[config.mk]
export PLATFORM = sky130hd
export DESIGN_NAME = rtc_bus_sched_flat
export DESIGN_NICKNAME = d
export VERILOG_FILES = /design/src/rtl/rtc_bus_sched_if.sv /design/src/rtl/rtc_bus_sched.sv /design/src/flat_wrapper.sv
export SDC_FILE = /design/constraint.sdc
export NUM_CORES = 1
export LEC_CHECK = 0
export CORE_UTILIZATION = 59
export CTS_CLUSTER_SIZE = 24
export DETAILED_ROUTE_END_ITERATION = 10
export PLACE_DENSITY = 0.84
export SYNTH_ARGS = -nofsm -noshare
export SYNTH_HDL_FRONTEND = slang
export SYNTH_SLANG_ARGS = --single-unit
export TNS_END_PERCENT = 50
[constraint.sdc]
create_clock -name clk -period 5.7 [get_ports clk]
set_input_delay 1.14 -clock clk [delete_from_list [all_inputs] [get_ports clk]]
set_output_delay 1.14 -clock clk [all_outputs]
set_load 0.005 [all_outputs]
[src/rtl/rtc_bus_sched_if.sv]
// ---------------------------------------------------------------------------
// rtc_bus_sched_if
// Groups the request/done handshakes, the per-FSM bus strobes and the muxed
// RTC pins that connect to the RTC bus scheduler.
//   esc_req, init_req               : one-cycle transaction requests
//   init_done, esc_done, lect_done  : one-cycle completion pulses from the FSMs
//   init_bus, esc_bus, lect_bus     : {a_d, cs, rd, wr} from each FSM
//   go_init, go_esc, go_lect        : one-cycle start pulses to the FSMs
//   a_d, cs, rd, wr                 : muxed RTC pins (cs/rd/wr active-low)
//   grant                           : 0 none, 1 init, 2 esc, 3 lect
//   busy                            : scheduler not idle
//   timeout_err                     : one-cycle pulse on watchdog expiry
// Modport slave is the scheduler side; master is the side around it.
// ---------------------------------------------------------------------------
interface rtc_bus_sched_if;
    logic       esc_req;
    logic       init_req;
    logic       init_done;
    logic       esc_done;
    logic       lect_done;
    logic [3:0] init_bus;
    logic [3:0] esc_bus;
    logic [3:0] lect_bus;
    logic       go_init;
    logic       go_esc;
    logic       go_lect;
    logic       a_d;
    logic       cs;
    logic       rd;
    logic       wr;
    logic [1:0] grant;
    logic       busy;
    logic       timeout_err;

    modport slave (
        input  esc_req, init_req, init_done, esc_done, lect_done,
        input  init_bus, esc_bus, lect_bus,
        output go_init, go_esc, go_lect,
        output a_d, cs, rd, wr,
        output grant, busy, timeout_err
    );

    modport master (
        output esc_req, init_req, init_done, esc_done, lect_done,
        output init_bus, esc_bus, lect_bus,
        input  go_init, go_esc, go_lect,
        input  a_d, cs, rd, wr,
        input  grant, busy, timeout_err
    );
endinterface

[src/rtl/rtc_bus_sched.sv]
// ---------------------------------------------------------------------------
// rtc_bus_sched
// Arbiter for the shared RTC parallel bus. Three transaction FSMs (init,
// write/escritura, periodic read/lectura) are launched one at a time with a
// one-cycle go pulse; the granted FSM's {a_d,cs,rd,wr} is muxed onto the pins,
// an idle gap follows every transaction and a watchdog releases a grant that
// never reports done.
// Ports:
//   clk    : system clock, rising edge
//   reset  : asynchronous, active-low
//   sif    : rtc_bus_sched_if.slave (requests, dones, FSM buses, go pulses,
//            muxed pins, grant, busy, timeout_err)
// Parameters:
//   READ_PERIOD : cycles between automatic read requests (>= 2)
//   GAP_CYC     : idle-bus cycles after each transaction (>= 1)
//   TIMEOUT     : longest allowed grant before forced release
// ---------------------------------------------------------------------------
module rtc_bus_sched #(
    parameter int READ_PERIOD = 100000,
    parameter int GAP_CYC     = 4,
    parameter int TIMEOUT     = 4096
) (
    input  logic              clk,
    input  logic              reset,
    rtc_bus_sched_if.slave    sif
);

    localparam int RD_W  = $clog2(READ_PERIOD);
    localparam int GAP_W = $clog2(GAP_CYC + 1);
    localparam int WD_W  = $clog2(TIMEOUT + 1);

    typedef enum logic [2:0] {
        S_IDLE,
        S_G_INIT,
        S_G_ESC,
        S_G_LECT,
        S_GAP
    } state_t;

    state_t             state_reg, state_next;
    logic [RD_W-1:0]    rd_cnt_reg, rd_cnt_next;
    logic [GAP_W-1:0]   gap_cnt_reg, gap_cnt_next;
    logic [WD_W-1:0]    wd_cnt_reg, wd_cnt_next;
    logic               init_pend_reg, init_pend_next;
    logic               esc_pend_reg, esc_pend_next;
    logic               lect_pend_reg, lect_pend_next;
    logic               go_init_reg, go_init_next;
    logic               go_esc_reg, go_esc_next;
    logic               go_lect_reg, go_lect_next;
    logic [1:0]         grant_reg, grant_next;
    logic               busy_reg, busy_next;
    logic               timeout_err_reg, timeout_err_next;

    logic               rd_tc;
    logic               clr_init, clr_esc, clr_lect;
    logic               owner_done;
    logic [3:0]         pins;

    // Free-running read period counter
    assign rd_tc       = (rd_cnt_reg == RD_W'(READ_PERIOD - 1));
    assign rd_cnt_next = rd_tc ? '0 : rd_cnt_reg + RD_W'(1);

    // Only the granted FSM's done is looked at; the others are ignored
    always_comb begin
        owner_done = 1'b0;
        case (state_reg)
            S_G_INIT: owner_done = sif.init_done;
            S_G_ESC:  owner_done = sif.esc_done;
            S_G_LECT: owner_done = sif.lect_done;
            default:  owner_done = 1'b0;
        endcase
    end

    always_comb begin
        state_next       = state_reg;
        gap_cnt_next     = gap_cnt_reg;
        wd_cnt_next      = wd_cnt_reg;
        clr_init         = 1'b0;
        clr_esc          = 1'b0;
        clr_lect         = 1'b0;
        timeout_err_next = 1'b0;

        case (state_reg)
            S_IDLE: begin
                wd_cnt_next = '0;
                // Fixed priority init > esc > lect; flag consumed at grant start
                if (init_pend_reg) begin
                    state_next = S_G_INIT;
                    clr_init   = 1'b1;
                end else if (esc_pend_reg) begin
                    state_next = S_G_ESC;
                    clr_esc    = 1'b1;
                end else if (lect_pend_reg) begin
                    state_next = S_G_LECT;
                    clr_lect   = 1'b1;
                end
            end
            S_G_INIT, S_G_ESC, S_G_LECT: begin
                if (owner_done) begin
                    state_next   = S_GAP;
                    gap_cnt_next = '0;
                end else if (wd_cnt_reg == WD_W'(TIMEOUT - 1)) begin
                    // Hung FSM: release the bus and drop its request for good
                    state_next       = S_GAP;
                    gap_cnt_next     = '0;
                    timeout_err_next = 1'b1;
                    clr_init         = (state_reg == S_G_INIT);
                    clr_esc          = (state_reg == S_G_ESC);
                    clr_lect         = (state_reg == S_G_LECT);
                end else begin
                    wd_cnt_next = wd_cnt_reg + WD_W'(1);
                end
            end
            S_GAP: begin
                if (gap_cnt_reg == GAP_W'(GAP_CYC - 1)) begin
                    state_next = S_IDLE;
                end else begin
                    gap_cnt_next = gap_cnt_reg + GAP_W'(1);
                end
            end
            default: begin
                state_next = S_IDLE;
            end
        endcase
    end

    // A set arriving together with a clear wins, so the new request is kept
    assign init_pend_next = sif.init_req | (init_pend_reg & ~clr_init);
    assign esc_pend_next  = sif.esc_req  | (esc_pend_reg  & ~clr_esc);
    assign lect_pend_next = rd_tc        | (lect_pend_reg & ~clr_lect);

    // Registered outputs are decoded from the next state so they line up with it
    always_comb begin
        go_init_next = (state_reg == S_IDLE) && (state_next == S_G_INIT);
        go_esc_next  = (state_reg == S_IDLE) && (state_next == S_G_ESC);
        go_lect_next = (state_reg == S_IDLE) && (state_next == S_G_LECT);
        busy_next    = (state_next != S_IDLE);
        case (state_next)
            S_G_INIT: grant_next = 2'd1;
            S_G_ESC:  grant_next = 2'd2;
            S_G_LECT: grant_next = 2'd3;
            default:  grant_next = 2'd0;
        endcase
    end

    always_ff @(posedge clk or negedge reset) begin
        if (!reset) begin
            state_reg       <= S_IDLE;
            rd_cnt_reg      <= '0;
            gap_cnt_reg     <= '0;
            wd_cnt_reg      <= '0;
            init_pend_reg   <= 1'b1;
            esc_pend_reg    <= 1'b0;
            lect_pend_reg   <= 1'b0;
            go_init_reg     <= 1'b0;
            go_esc_reg      <= 1'b0;
            go_lect_reg     <= 1'b0;
            grant_reg       <= 2'd0;
            busy_reg        <= 1'b0;
            timeout_err_reg <= 1'b0;
        end else begin
            state_reg       <= state_next;
            rd_cnt_reg      <= rd_cnt_next;
            gap_cnt_reg     <= gap_cnt_next;
            wd_cnt_reg      <= wd_cnt_next;
            init_pend_reg   <= init_pend_next;
            esc_pend_reg    <= esc_pend_next;
            lect_pend_reg   <= lect_pend_next;
            go_init_reg     <= go_init_next;
            go_esc_reg      <= go_esc_next;
            go_lect_reg     <= go_lect_next;
            grant_reg       <= grant_next;
            busy_reg        <= busy_next;
            timeout_err_reg <= timeout_err_next;
        end
    end

    // Pin mux is combinational from the state register, so an asynchronous
    // reset idles the bus without waiting for a clock edge
    always_comb begin
        pins = 4'b1111;
        case (state_reg)
            S_G_INIT: pins = sif.init_bus;
            S_G_ESC:  pins = sif.esc_bus;
            S_G_LECT: pins = sif.lect_bus;
            default:  pins = 4'b1111;
        endcase
    end

    assign sif.a_d         = pins[3];
    assign sif.cs          = pins[2];
    assign sif.rd          = pins[1];
    assign sif.wr          = pins[0];
    assign sif.go_init     = go_init_reg;
    assign sif.go_esc      = go_esc_reg;
    assign sif.go_lect     = go_lect_reg;
    assign sif.grant       = grant_reg;
    assign sif.busy        = busy_reg;
    assign sif.timeout_err = timeout_err_reg;

endmodule

[src/flat_wrapper.sv]
// flat-port wrapper written by rule: the top's interface ports become plain ports
module rtc_bus_sched_flat 
#(
    parameter int READ_PERIOD = 100000,
    parameter int GAP_CYC     = 4,
    parameter int TIMEOUT     = 4096
)
  (clk, reset, sif_esc_req, sif_init_req, sif_init_done, sif_esc_done, sif_lect_done, sif_init_bus, sif_esc_bus, sif_lect_bus, sif_go_init, sif_go_esc, sif_go_lect, sif_a_d, sif_cs, sif_rd, sif_wr, sif_grant, sif_busy, sif_timeout_err);
  rtc_bus_sched_if sif_i ();
  input  logic clk;
  input  logic reset;
  input wire logic [$bits(sif_i.esc_req)-1:0] sif_esc_req;
  input wire logic [$bits(sif_i.init_req)-1:0] sif_init_req;
  input wire logic [$bits(sif_i.init_done)-1:0] sif_init_done;
  input wire logic [$bits(sif_i.esc_done)-1:0] sif_esc_done;
  input wire logic [$bits(sif_i.lect_done)-1:0] sif_lect_done;
  input wire logic [$bits(sif_i.init_bus)-1:0] sif_init_bus;
  input wire logic [$bits(sif_i.esc_bus)-1:0] sif_esc_bus;
  input wire logic [$bits(sif_i.lect_bus)-1:0] sif_lect_bus;
  output wire logic [$bits(sif_i.go_init)-1:0] sif_go_init;
  output wire logic [$bits(sif_i.go_esc)-1:0] sif_go_esc;
  output wire logic [$bits(sif_i.go_lect)-1:0] sif_go_lect;
  output wire logic [$bits(sif_i.a_d)-1:0] sif_a_d;
  output wire logic [$bits(sif_i.cs)-1:0] sif_cs;
  output wire logic [$bits(sif_i.rd)-1:0] sif_rd;
  output wire logic [$bits(sif_i.wr)-1:0] sif_wr;
  output wire logic [$bits(sif_i.grant)-1:0] sif_grant;
  output wire logic [$bits(sif_i.busy)-1:0] sif_busy;
  output wire logic [$bits(sif_i.timeout_err)-1:0] sif_timeout_err;
  assign sif_i.esc_req = sif_esc_req;
  assign sif_i.init_req = sif_init_req;
  assign sif_i.init_done = sif_init_done;
  assign sif_i.esc_done = sif_esc_done;
  assign sif_i.lect_done = sif_lect_done;
  assign sif_i.init_bus = sif_init_bus;
  assign sif_i.esc_bus = sif_esc_bus;
  assign sif_i.lect_bus = sif_lect_bus;
  assign sif_go_init = sif_i.go_init;
  assign sif_go_esc = sif_i.go_esc;
  assign sif_go_lect = sif_i.go_lect;
  assign sif_a_d = sif_i.a_d;
  assign sif_cs = sif_i.cs;
  assign sif_rd = sif_i.rd;
  assign sif_wr = sif_i.wr;
  assign sif_grant = sif_i.grant;
  assign sif_busy = sif_i.busy;
  assign sif_timeout_err = sif_i.timeout_err;
  rtc_bus_sched #(.READ_PERIOD(READ_PERIOD), .GAP_CYC(GAP_CYC), .TIMEOUT(TIMEOUT)) u_core (.clk(clk), .reset(reset), .sif(sif_i));
endmodule
==> impl_metrics.env <==
export IMPL_fin_nets=281
export IMPL_routabilityCongestion=0.7953
export IMPL_syn_cell_area_um2=2322
export IMPL_hp_class="reg -> reg"
export IMPL_cts_setup_buffers=0
export IMPL_row_count=22
export IMPL_ys_flop_type="dfrtp_1"
export IMPL_path_class="in -> out"
export IMPL_drtPass1Iterations=4
export IMPL_drv_slew=0
export IMPL_drv_cap=0
export IMPL_fin_crit_sh_pct=63.35
export IMPL_power_per_cell_area_nw_per_um2=353.8
export IMPL_yosys_warnings=0
export IMPL_cts_tree="done"
export IMPL_hpwl_um=3311
export IMPL_avgSynthCellArea_um2=10.14
export IMPL_yosys_area_top_type="dfrtp_1"
export IMPL_io_buffer_count=29
export IMPL_htreeDepth=2
export IMPL_fin_util_pct=73.84
export IMPL_fp_dieW_um=64.74
export IMPL_clkTransAtPathRegs_ns=0.09
export IMPL_relSlewSlack_pct=34.49
export IMPL_cts_root_buf="clkbuf_8"
export IMPL_worst_path_max_fanout=1
export IMPL_drtIter0Drc=126
export IMPL_clock_latency_ns=0.30
export IMPL_worstMarginPinSlew_ns=0.9827
export IMPL_post_drt_wl_per_cell_um=15.12
export IMPL_syn_to_final_growth_pct=18.16
export IMPL_core_area_um2=3716
export IMPL_rsz0062_at_grt="no"
export IMPL_reg2reg_depth=5
export IMPL_cp_end_kind="output port"
export IMPL_overflow=0
export IMPL_hp_start="u_core.rd_cnt_reg[4]$_DFF_PN0_"
export IMPL_synth_most_common_cell="dfrtp_1"
export IMPL_cts_path_max_buffers=2
export IMPL_fill_cells=273
export IMPL_yosysSeqAreaShare_pct=49.62
export IMPL_route_detailed_drc=0
export IMPL_regArea_um2=1152
export IMPL_post_route_min_period_ns=3.611
export IMPL_hold_buffers=0
export IMPL_async_reset_ff_share_pct=100.0
export IMPL_largest_reg_flops=17
export IMPL_fp_dieH_um=64.74
export IMPL_tns_ns=0
export IMPL_grt_use_total_pct=24.54
export IMPL_start_util_pct=62.49
export IMPL_multi_input_area_um2=1115
export IMPL_leakage_nw=1.211
export IMPL_r2r_end="u_core.wd_cnt_reg[9]$_DFFE_PN0P_"
export IMPL_fin_worst_skew_ns=0.01020
export IMPL_die_area_um2=4191
export IMPL_crit_family="buffers and inverters"
export IMPL_yosysTopAreaCellShare_pct=48.49
export IMPL_cts_made_buffers=5
export IMPL_cts_resized_gates=0
export IMPL_drive_gt1_share_pct=7.336
export IMPL_synthCells=229
export IMPL_vias_per_cell=5.710
export IMPL_r2r_start="u_core.state_reg[1]$_DFF_PN0_"
export IMPL_drtAntennaViolNets=0
export IMPL_wl_um=4641
export IMPL_cp_required_ns=4.56
export IMPL_status="complete, no violations"
export IMPL_arrival_ns=2.47
export IMPL_grt_pass1_vias=1711
export IMPL_synth_top_cells_by_count="dfrtp_1, nor2_1, nand2_1"
export IMPL_cp_start_kind="input port"
export IMPL_grt_pass1_wl_um=7741
export IMPL_critPathSlowestCell="clkdlybuf4s50_1"
export IMPL_worstHoldEndpoint="u_core.rd_cnt_reg[4]$_DFF_PN0_"
export IMPL_synth_edff_count=0
export IMPL_antenna_found_initial=0
export IMPL_startpoint="sif_lect_bus[1]"
export IMPL_setup_viol=0
export IMPL_crit_chain="clkdlybuf4s50_1, mux2i_1, nand2_1, o21ai_0, nand2_1, clkdlybuf4s50_1"
export IMPL_vdd_drop_max_mv=0.2703
export IMPL_cpPeakStageDelay_ns=0.50
export IMPL_synthTopCellsByArea="dfrtp_1, xor2_1, nor2_1"
export IMPL_grt_max_degree=47
export IMPL_vias=1753
export IMPL_ys_ff_latch=46
export IMPL_ff2ff_setup_slack_ns=3.39
export IMPL_diodes=0
export IMPL_synth_cell_types=46
export IMPL_fmax_ghz=0.2769
export IMPL_ios=30
export IMPL_critical_path_buf_inv_count=2
export IMPL_synth_nets=252
export IMPL_clock_sinks=46
export IMPL_min_path_cells=1
export IMPL_hold_viol_final=0
logic make-up after synthesis:
group                      Yosys count  share of synthesized area (%)
buffers and inverters               12                          2.371
and+or+nand+nor                    103                          23.38
AOI/OAI and AO/OA                   35                          10.72
muxes                                9                          4.202
DFF                                 46                          49.62
xor gates and xnor gates            20                          7.543
adders and majority gates            4                          2.155
report_power, final:
part | internal (mW) | total (mW) | switching, mW
Combinational | 0.147 | 0.285 | 0.139
Sequential | 0.376 | 0.444 | 0.0678
Clock | 0.131 | 0.242 | 0.110
stage by stage:
stage	cells	hold WS [ns]	cell area [um^2]	total power, mW	worst slack, ns
after CTS	307	0.4838	2744	0.9799	2.091
after global routing	307	0.5006	2744	1.029	2.030
after global placement	299	0.4641	2631	0.7209	2.172
after floorplan	229	0.4465	2322	0.6219	3.104
after detailed placement	299	0.4683	2631	0.7337	2.094
final	307	0.4815	2744	0.9708	2.089
layer usage:
layer  track usage, %  up-vias  part of all wire, %
met3            3.873        9                  2.5
met1            32.83      849                   47
li1                 -      870                    -
met2            40.10       25                   49
met5                0        -                    0
met4            9.167        0                  1.6
worst register-to-register path, delay by kind of cell (launching register included):
family / cells / cell delay (ns)
multiplexers: 1 / 0.38
flip-flops: 1 / 0.79
AO/OA/AOI/OAI: 3 / 0.58
AND/OR/NAND/NOR: 1 / 0.50
final cells by class:
class	count	share of cell area (%)
Clock buffer	5	2.508
Clock inverter	3	1.596
Inverter	5	0.6840
Multi-Input combinational cell	171	40.63
Sequential cell	46	42.00
Tap cell	48	2.189
Timing Repair Buffer	29	10.40
layout by cell type (no fill, tap or decap), types with 2 or more instances in the layout:
cell and count:
dfrtp_1 45, clkdlybuf4s50_1 28, nor2_1 23, nand2_1 20, xor2_1 12, nand3_1 10
o21ai_0 9, nand4_1 8, xnor2_1 8, a21oi_1 7, and3_1 7, mux2i_1 6
nor3_1 6, inv_1 5, clkbuf_8 5, nor2b_1 4, ha_1 4, and4_1 3
or3_1 3, nand2b_1 3, o31ai_1 3, and2_1 3, o211ai_1 3, a21o_1 2
nor4_1 2, o22ai_1 2, or2_2 2, nor3b_1 2, or4_1 2, o21ai_1 2
mux2_2 2, a22o_1 2
worst max-delay path by stage:
stage | to | cells after the start
6_report | sif_rd | 6
3_5_place_dp | sif_rd | 6
5_1_grt | sif_rd | 6
3_3_place_gp | sif_a_d | 6
4_1_cts | sif_rd | 6
2_1_floorplan | sif_a_d | 4
No activity file was read; power rests on OpenSTA's default activity.
